### src/rtl/out_set_wr_arb.sv
// Two-requester round-robin write arbiter driving a register bank with
// programmable setup / strobe / hold timing; every output is registered.
module out_set_wr_arb #(
  parameter int DEPTH      = 1,
  parameter int SETUP_CYC  = 1,
  parameter int STROBE_CYC = 1,
  parameter int HOLD_CYC   = 1
) (
  input  logic       CLK,
  input  logic       CLEAR,
  input  logic       req_a,
  input  logic       req_b,
  input  logic [3:0] addr_a,
  input  logic [3:0] addr_b,
  input  logic [7:0] data_a,
  input  logic [7:0] data_b,
  output logic       ack_a,
  output logic       ack_b,
  output logic       err_a,
  output logic       err_b,
  output logic       write_data_strob,
  output logic [3:0] addr,
  output logic [7:0] data_out,
  output logic       WE,
  output logic       CS,
  output logic       busy
);

  localparam int MAX_AB  = (SETUP_CYC > STROBE_CYC) ? SETUP_CYC : STROBE_CYC;
  localparam int MAX_CYC = (MAX_AB > HOLD_CYC) ? MAX_AB : HOLD_CYC;
  localparam int CW      = (MAX_CYC > 1) ? $clog2(MAX_CYC) : 1;

  localparam logic [CW-1:0] SETUP_LD  = CW'(SETUP_CYC - 1);
  localparam logic [CW-1:0] STROBE_LD = CW'(STROBE_CYC - 1);
  localparam logic [CW-1:0] HOLD_LD   = CW'(HOLD_CYC - 1);
  localparam logic [CW-1:0] CNT_ONE   = CW'(1);
  localparam logic [4:0]    DEPTH_LIM = 5'(DEPTH);

  typedef enum logic [2:0] {IDLE, SETUP, STROBE, HOLD, DONE} state_t;

  state_t        state, next_state;
  logic [CW-1:0] cnt, next_cnt;
  logic          prio_a;
  logic          owner_b, next_owner_b;
  logic          bad_addr, next_bad;
  logic          grant, grant_b;
  logic [3:0]    sel_addr;
  logic [7:0]    sel_data;
  logic          timed;

  // Counter holds "cycles remaining minus one" in each timed state.
  always_comb begin
    next_state = state;
    next_cnt   = cnt;
    grant      = 1'b0;
    grant_b    = 1'b0;
    sel_addr   = addr_a;
    sel_data   = data_a;
    case (state)
      IDLE: begin
        if (req_a || req_b) begin
          grant    = 1'b1;
          grant_b  = req_b && (!req_a || !prio_a);
          sel_addr = grant_b ? addr_b : addr_a;
          sel_data = grant_b ? data_b : data_a;
          if ({1'b0, sel_addr} < DEPTH_LIM) begin
            next_state = SETUP;
            next_cnt   = SETUP_LD;
          end else begin
            next_state = DONE;
          end
        end
      end
      SETUP: begin
        if (cnt == '0) begin
          next_state = STROBE;
          next_cnt   = STROBE_LD;
        end else begin
          next_cnt = cnt - CNT_ONE;
        end
      end
      STROBE: begin
        if (cnt == '0) begin
          next_state = HOLD;
          next_cnt   = HOLD_LD;
        end else begin
          next_cnt = cnt - CNT_ONE;
        end
      end
      HOLD: begin
        if (cnt == '0) begin
          next_state = DONE;
          next_cnt   = '0;
        end else begin
          next_cnt = cnt - CNT_ONE;
        end
      end
      DONE:    next_state = IDLE;
      default: next_state = IDLE;
    endcase
    next_owner_b = grant ? grant_b : owner_b;
    next_bad     = grant ? (next_state == DONE) : bad_addr;
    timed        = (next_state == SETUP) || (next_state == STROBE) || (next_state == HOLD);
  end

  // Outputs are registered from the next-state decode so they line up with the state.
  always_ff @(posedge CLK) begin
    if (CLEAR) begin
      state            <= IDLE;
      cnt              <= '0;
      prio_a           <= 1'b1;
      owner_b          <= 1'b0;
      bad_addr         <= 1'b0;
      addr             <= '0;
      data_out         <= '0;
      CS               <= 1'b1;
      WE               <= 1'b1;
      write_data_strob <= 1'b0;
      busy             <= 1'b0;
      ack_a            <= 1'b0;
      ack_b            <= 1'b0;
      err_a            <= 1'b0;
      err_b            <= 1'b0;
    end else begin
      state    <= next_state;
      cnt      <= next_cnt;
      owner_b  <= next_owner_b;
      bad_addr <= next_bad;
      if (grant) begin
        prio_a   <= grant_b;
        addr     <= sel_addr;
        data_out <= sel_data;
      end
      CS               <= !timed;
      WE               <= !timed;
      write_data_strob <= (next_state == STROBE);
      busy             <= (next_state != IDLE);
      ack_a            <= (next_state == DONE) && !next_owner_b;
      ack_b            <= (next_state == DONE) && next_owner_b;
      err_a            <= (next_state == DONE) && !next_owner_b && next_bad;
      err_b            <= (next_state == DONE) && next_owner_b && next_bad;
    end
  end

endmodule

### config.mk
export PLATFORM = sky130hd
export DESIGN_NAME = out_set_wr_arb
export DESIGN_NICKNAME = d
export VERILOG_FILES = /design/src/rtl/out_set_wr_arb.sv
export SDC_FILE = /design/constraint.sdc
export NUM_CORES = 1
export LEC_CHECK = 0
export CAP_MARGIN = 20
export CORE_MARGIN = 10
export CORE_UTILIZATION = 43
export DETAILED_ROUTE_END_ITERATION = 8
export PLACE_DENSITY = 0.84
export SKIP_LAST_GASP = 1
export SLEW_MARGIN = 20
export SYNTH_ARGS = -nofsm -noshare
export SYNTH_HDL_FRONTEND = slang
export SYNTH_SLANG_ARGS = --single-unit
### constraint.sdc
create_clock -name CLK -period 2.8 [get_ports CLK]
set_clock_uncertainty 0.05 [all_clocks]
set_input_delay 0.56 -clock CLK [delete_from_list [all_inputs] [get_ports CLK]]
set_output_delay 0.56 -clock CLK [all_outputs]
set_load 0.02 [all_outputs]
==> metrics.md, run 1 <==
| Metric | Value |
|---|---|
| Power Density | `552 nW/um^2` |
| Gpl congestion | `0.776` |
| Via density | `5.34` |
| Top cells by count, synth | `dfxtp_1, nand2_1, nor2_1` |
| I/O pin cnt | `48` |
| Die outline area | `4710 um^2` |
| First-pass GRT wire length | `4880 um` |
| Combinational Power Share | `0.312` |
| Post-CTS Hold Fix Bufs | `0` |
| Kind of critical path | `input pin to flop` |
| Crit path capture type | `flop` |
| Least-Margin Pin Slew | `0.557 ns` |
| Worst slack, placed | `0.559 ns` |
| Synth top area cells | `dfxtp_1, o221ai_1, nand2_1, a21oi_1, nor2_1` |
| Count leader, synth | `dfxtp_1` |
| Post-Syn Area | `1020 um^2` |
| # diodes | `0` |
| Yosys top cell by area | `dfxtp_1` |
| Drt wl/cell | `15.6 um` |
| Crit path max fanout | `16` |
| # port buffers | `47` |
| Gr ovfl total | `0` |
| Min cycle time layout | `1.90 ns` |
| Min-delay worst type | `flop to flop` |
| Period utilization | `0.680` |
| Die height | `68.6 um` |
| Die Wd | `68.6 um` |
| Root buffer cell | `clkbuf_4` |
| Worst EP required | `2.98 ns` |
| DP Wirelength | `2220 um` |
| Max-slew violation count | `0` |
| Worst VDD drop | `0.414 mV` |
| Initial antenna violation count | `0` |
| Clock buffer count from CTS | `3` |
| Number of flops mapped to enable cells by yosys | `0` |
| Worst Setup Start Kind | `input pin` |
| Top Registers | `data_out x8, addr x4, state x3` |
| Setup TNS | `0 ns` |
| Fmax | `525 MHz` |
| Mapped Avg Cell Area | `8.99 um^2` |
| DRT iter0 DRCs | `60` |
| Worst Path Arrival | `2.09 ns` |
| Asr flop ratio synth | `0` |
| #FFs+latches synth | `25` |
| Max reg flops | `8` |
| Vias in the first global route | `975` |
| FILL cells | `168` |
| P_sw | `259 uW` |
| Antenna viol nets, final | `0` |
| Final-stage net count | `186` |
| CTS tree | `built` |
| Routed vias | `987` |
| Clock power share | `0.193` |
| Synth Instances | `113` |
| Synth top area share | `0.493` |
| Outcome | `completed` |
| GR Util All Layers | `0.131` |
| Ys Warns | `0` |
| Number of H-tree levels | `1` |
| Largest net degree at the start of global routing | `18` |
| Leakage power | `0.000562 uW` |
| Internal | `580 uW` |
| Slew Limit Headroom | `0.628` |
| Final worst slack | `0.896 ns` |
| DRC | `0` |
| Fraction of the yosys area taken by sequential cells | `0.493` |
| Unrepaired setup endpoints after global routing | `false` |
| Total core area | `2230 um^2` |
| Setup repair bufs after CTS | `0` |
| # setup viols final | `0` |
| Final core utilization | `0.681` |
| Clk sinks | `25` |
| Ratio of cells with drive above 1 in the final layout | `0.0828` |
| Initial core utilization | `0.455` |
| Synth-to-Final Area Change | `49.6%` |
| Switching Share | `0.309` |
| Syn_nets | `141` |
| Maxcap violations | `0` |
| Clock Latency Late Sink | `0.31 ns` |
| Library cells used by synthesis | `31` |
| CTS Buffer Depth | `2` |
| Final hold viol count | `0` |
| TritonRoute pass-1 iters | `4` |
| Clock transition at path regs | `0.14 ns` |
| Sequential power share | `0.495` |
| Quantity of gates resized following cts | `0` |
| Top reg by flops | `data_out` |
| Primary FF master, synth | `dfxtp_1` |
| Num rows | `17` |
| DRT Wirelength | `2880 um` |
-- critical path, stage by stage --
cell             delay (ns)
clkdlybuf4s50_1        0.53
nor2_1                 0.10
nor4_2                 0.31
buf_4                  0.29
nor2_1                 0.06
a311oi_1               0.23
-- final timing paths --
path | start | end | slack (ns) | cells after the start
setup / recovery | req_a | addr[0]$_SDFFE_PP0P_ | 0.90 | 6
hold / removal | data_out[5]$_SDFFE_PP0P_ | data_out[5]$_SDFFE_PP0P_ | 0.41 | 2
setup reg to reg | state[1]$_SDFF_PP0_ | addr[0]$_SDFFE_PP0P_ | 1.21 | 4
hold reg to reg | data_out[5]$_SDFFE_PP0P_ | data_out[5]$_SDFFE_PP0P_ | 0.41 | 2
-- cells in the final DEF, fill, tap and decap left out, types with 2 or more instances in the layout --
| master | Yosys | layout |
|---|---|---|
| clkdlybuf4s50_1 | 0 | 47 |
| a311oi_1 | 4 | 4 |
| nand3_1 | 2 | 2 |
| nor2_1 | 12 | 12 |
| dfxtp_1 | 25 | 25 |
| buf_4 | 1 | 3 |
| nor4_1 | 3 | 2 |
| nand2b_1 | 2 | 2 |
| clkbuf_4 | 0 | 3 |
| nor4_2 | 1 | 2 |
| nor3_1 | 3 | 3 |
| a21oi_1 | 9 | 9 |
| o221ai_1 | 8 | 8 |
| nand2_1 | 18 | 18 |
-- through the flow --
step	total power, uW	hold WS [ns]	std cells	cell area (um^2)
3_3_place_gp	682	0.393	181	1490
6_report	839	0.413	185	1520
4_1_cts	846	0.417	185	1520
2_1_floorplan	563	0.409	113	1020
5_1_grt	893	0.432	185	1520
3_5_place_dp	686	0.398	181	1490
-- power by group through the flow --
| stage | logic [uW] | registers, uW | clock network (uW) |
|---|---|---|---|
| after CTS | 264 | 416 | 166 |
| after global routing | 288 | 420 | 185 |
| after global placement | 259 | 422 | 0 |
| after floorplan | 106 | 458 | 0 |
| after detailed placement | 262 | 424 | 0 |
| final | 262 | 415 | 162 |
-- routing by layer --
metal	vias to the layer above	GRT usage	routed length (um)
met5	-	0	0
met4	0	0.0226	0
met2	41	0.218	1360
li1	496	-	-
met3	0	0.0548	353
met1	450	0.157	1170
-- logic make-up after synthesis --
kind of cell              Yosys count  synth area share
muxes                               1           0.00985
and+or+nand+nor                    44             0.202
xor gates and xnor gates            1           0.00862
AOI/OAI and AO/OA                  31             0.224
buffers and inverters              11            0.0628
DFF                                25             0.493
-- cell type report --
cell class                      instances  area, um^2  share of cell area
Multi-Input combinational cell         77         458               0.301
Clock buffer                            3        22.5              0.0148
Sequential cell                        25         500               0.329
Timing Repair Buffer                   50         493               0.324
Tap cell                               28        35.0              0.0230
Clock inverter                          1        7.51             0.00494
Inverter                                1        3.75             0.00247
Power figures use the tool's default switching activity.
==> inputs of run 2 (changes only) <==
--- a/config.mk
+++ b/config.mk
@@ -7,9 +7,9 @@
 export LEC_CHECK = 0
 export CAP_MARGIN = 20
 export CORE_MARGIN = 10
-export CORE_UTILIZATION = 43
+export CORE_UTILIZATION = 36
 export DETAILED_ROUTE_END_ITERATION = 8
-export PLACE_DENSITY = 0.84
+export PLACE_DENSITY = 0.75
 export SKIP_LAST_GASP = 1
 export SLEW_MARGIN = 20
 export SYNTH_ARGS = -nofsm -noshare
==> constraint.sdc (replaced) <==
create_clock -name CLK -period 1.7 [get_ports CLK]
set_clock_uncertainty 0.05 [all_clocks]
set_input_delay 0.34 -clock CLK [delete_from_list [all_inputs] [get_ports CLK]]
set_output_delay 0.34 -clock CLK [all_outputs]
set_load 0.02 [all_outputs]
==> metrics.md, run 2 (synthesis results as in run 1) <==
| Metric | Value |
|---|---|
| Gpl congestion | `0.767 (-1.1%)` |
| Min-delay worst type | `flop to flop` |
| Total core area | `2730 um^2 (+22%)` |
| Initial core utilization | `0.372 (-0.0833)` |
| Die outline area | `5350 um^2 (+14%)` |
| Worst Path Arrival | `1.25 ns (-0.84 ns)` |
| Routed vias | `1,066 (+8.0%)` |
| Power Density | `851 nW/um^2 (+54%)` |
| Unrepaired setup endpoints after global routing | `true` |
| FF/Latch Area | `500 um^2 (unchanged)` |
| DP Cell Count | `195 (+7.7%)` |
| GR Util All Layers | `0.113 (-0.0178)` |
| # diodes | `0 (unchanged)` |
| Top reg by flops | `data_out` |
| Root buffer cell | `clkbuf_4` |
| Initial antenna violation count | `0 (unchanged)` |
| FILL cells | `253 (+51%)` |
| Antenna viol nets, final | `0 (unchanged)` |
| Combinational Power Share | `0.324 (+0.012)` |
| Gr ovfl total | `0 (unchanged)` |
| Post-CTS Hold Fix Bufs | `0 (unchanged)` |
| Ratio of cells with drive above 1 in the final layout | `0.155 (+0.0720)` |
| Quantity of gates resized following cts | `3 (+3)` |
| Sequential power share | `0.488 (-0.007)` |
| DRT Wirelength | `3040 um (+5.3%)` |
| Final hold viol count | `0 (unchanged)` |
| Leakage power | `0.000783 uW (+39%)` |
| Crit path capture type | `output port` |
| Slew Limit Headroom | `0.708 (+0.0804)` |
| Top Registers | `data_out x8, addr x4, state x3` |
| Clk sinks | `25 (unchanged)` |
| Final Non-Filler Cells | `199 (+7.6%)` |
| Maxcap violations | `0 (unchanged)` |
| Min-Delay Path Depth | `2 (unchanged)` |
| Fmax | `609 MHz` |
| Most frequent cells in the layout | `clkdlybuf4s50_1, dfxtp_1, nand2_1` |
| Die Wd | `73.1 um (+6.6%)` |
| Number of H-tree levels | `1 (unchanged)` |
| Critical Path Stages | `1 (-5)` |
| Min cycle time layout | `1.64 ns` |
| Outcome | `completed` |
| Worst EP required | `1.31 ns (-1.67 ns)` |
| Worst Setup Start Kind | `flop` |
| CTS tree | `built` |
| CTS Buffer Depth | `2 (unchanged)` |
| Kind of critical path | `flop to output port` |
| Max-slew violation count | `0 (unchanged)` |
| Multi-input gate area | `477 um^2 (+4.1%)` |
| R2R depth | `4 (unchanged)` |
| TritonRoute pass-1 iters | `4 (unchanged)` |
| # port buffers | `47 (unchanged)` |
| DRT iter0 DRCs | `57 (-5.0%)` |
| Clock transition at path regs | `0.13 ns (about the same)` |
| Clock Latency Late Sink | `0.32 ns (about the same)` |
| Worst hold slack | `0.416 ns (+0.00341 ns)` |
| CP cell instances | `clkdlybuf4s50_1` |
| Vias in the first global route | `1,067 (+9.4%)` |
| Leading cell type in the layout, fill and taps excluded | `clkdlybuf4s50_1` |
| Clock buffer count from CTS | `3 (unchanged)` |
| Total power after layout | `1400 uW (+67%)` |
| Internal | `971 uW (+67%)` |
| Largest stage delay on the critical path | `0.60 ns (+0.07 ns)` |
| Period utilization | `0.966` |
| Clock power share | `0.188 (-0.005)` |
| Synth-to-Final Area Change | `62.3%` |
| Num rows | `19 (+2)` |
| DP Wirelength | `2490 um (+12%)` |
| Max reg flops | `8 (unchanged)` |
| Crit path max fanout | `1 (-15)` |
| First-pass GRT wire length | `4900 um (+0.43%)` |
| Delay-heaviest family, CP | `buffers and inverters` |
| Crit path buf inv count | `1 (-1)` |
| Drt wl/cell | `15.3 um (-2.1%)` |
| Die height | `73.1 um (+6.6%)` |
| I/O pin cnt | `48 (unchanged)` |
| Final-stage net count | `197 (+5.9%)` |
| Worst VDD drop | `0.565 mV (+36%)` |
| P_sw | `433 uW (+67%)` |
| Switching Share | `0.308 (about the same)` |
| Largest net degree at the start of global routing | `15 (-3)` |
| Placed standard-cell area | `1580 um^2 (+5.8%)` |
| Critical path's slowest cell | `clkdlybuf4s50_1` |
| Layout Cell Area excl Fill | `1650 um^2 (+8.5%)` |
| Least-Margin Pin Slew | `0.434 ns (-0.123 ns)` |
| DRC | `0 (unchanged)` |
| Setup repair bufs after CTS | `0 (unchanged)` |
| # setup viols final | `0 (unchanged)` |
| Via density | `5.36 (+0.41%)` |
==> run 2: path summary, 6_finish.rpt <==
| kind | from | to | slack [ns] |
|---|---|---|---|
| max reg2reg | state[1]$_SDFF_PP0_ | data_out[6]$_SDFFE_PP0P_ | 0.20 |
| min reg2reg | data_out[7]$_SDFFE_PP0P_ | data_out[7]$_SDFFE_PP0P_ | 0.42 |
| max | err_b$_SDFF_PP0_ | err_b | 0.06 |
| min | data_out[7]$_SDFFE_PP0P_ | data_out[7]$_SDFFE_PP0P_ | 0.42 |
==> run 2: routing by layer <==
layer | routed length [um] | part of all wire | global-route usage | vias to the layer above
met5 | 0 | 0 | 0 | -
met4 | 95 | 0.031 | 0.0759 | 0
met3 | 288 | 0.095 | 0.0354 | 9
met2 | 1350 | 0.44 | 0.181 | 47
met1 | 1310 | 0.43 | 0.125 | 488
li1 | - | - | - | 522
==> run 2: layout make-up <==
class	count	share of cell area
Clock buffer	3	0.0137
Multi-Input combinational cell	77	0.289
Sequential cell	25	0.303
Tap cell	31	0.0235
Clock inverter	1	0.00303
Inverter	1	0.00228
Timing Repair Buffer	61	0.365
==> run 2: per-stage QoR <==
step	utilization	TNS, ns	setup WS (ns)
after detailed placement	0.577	-4.21	-0.275
after floorplan	-	0	0.195
after CTS	0.585	0	0.00373
after global placement	0.577	-2.74	-0.173
final	0.603	0	0.0570
after global routing	0.603	-0.0118	-0.0118
==> run 2: power groups by stage <==
stage                     logic, uW  clock network (uW)  registers (uW)
after detailed placement        464                   0             700
after CTS                       459                 270             686
after floorplan                 174                   0             754
after global routing            499                 295             694
after global placement          456                   0             697
final                           455                 263             685
==> run 2: worst min-delay path, stage by stage, from the launching register on <==
cell and delay (ns):
dfxtp_1 0.33, nand2_1 0.05, a21oi_1 0.06
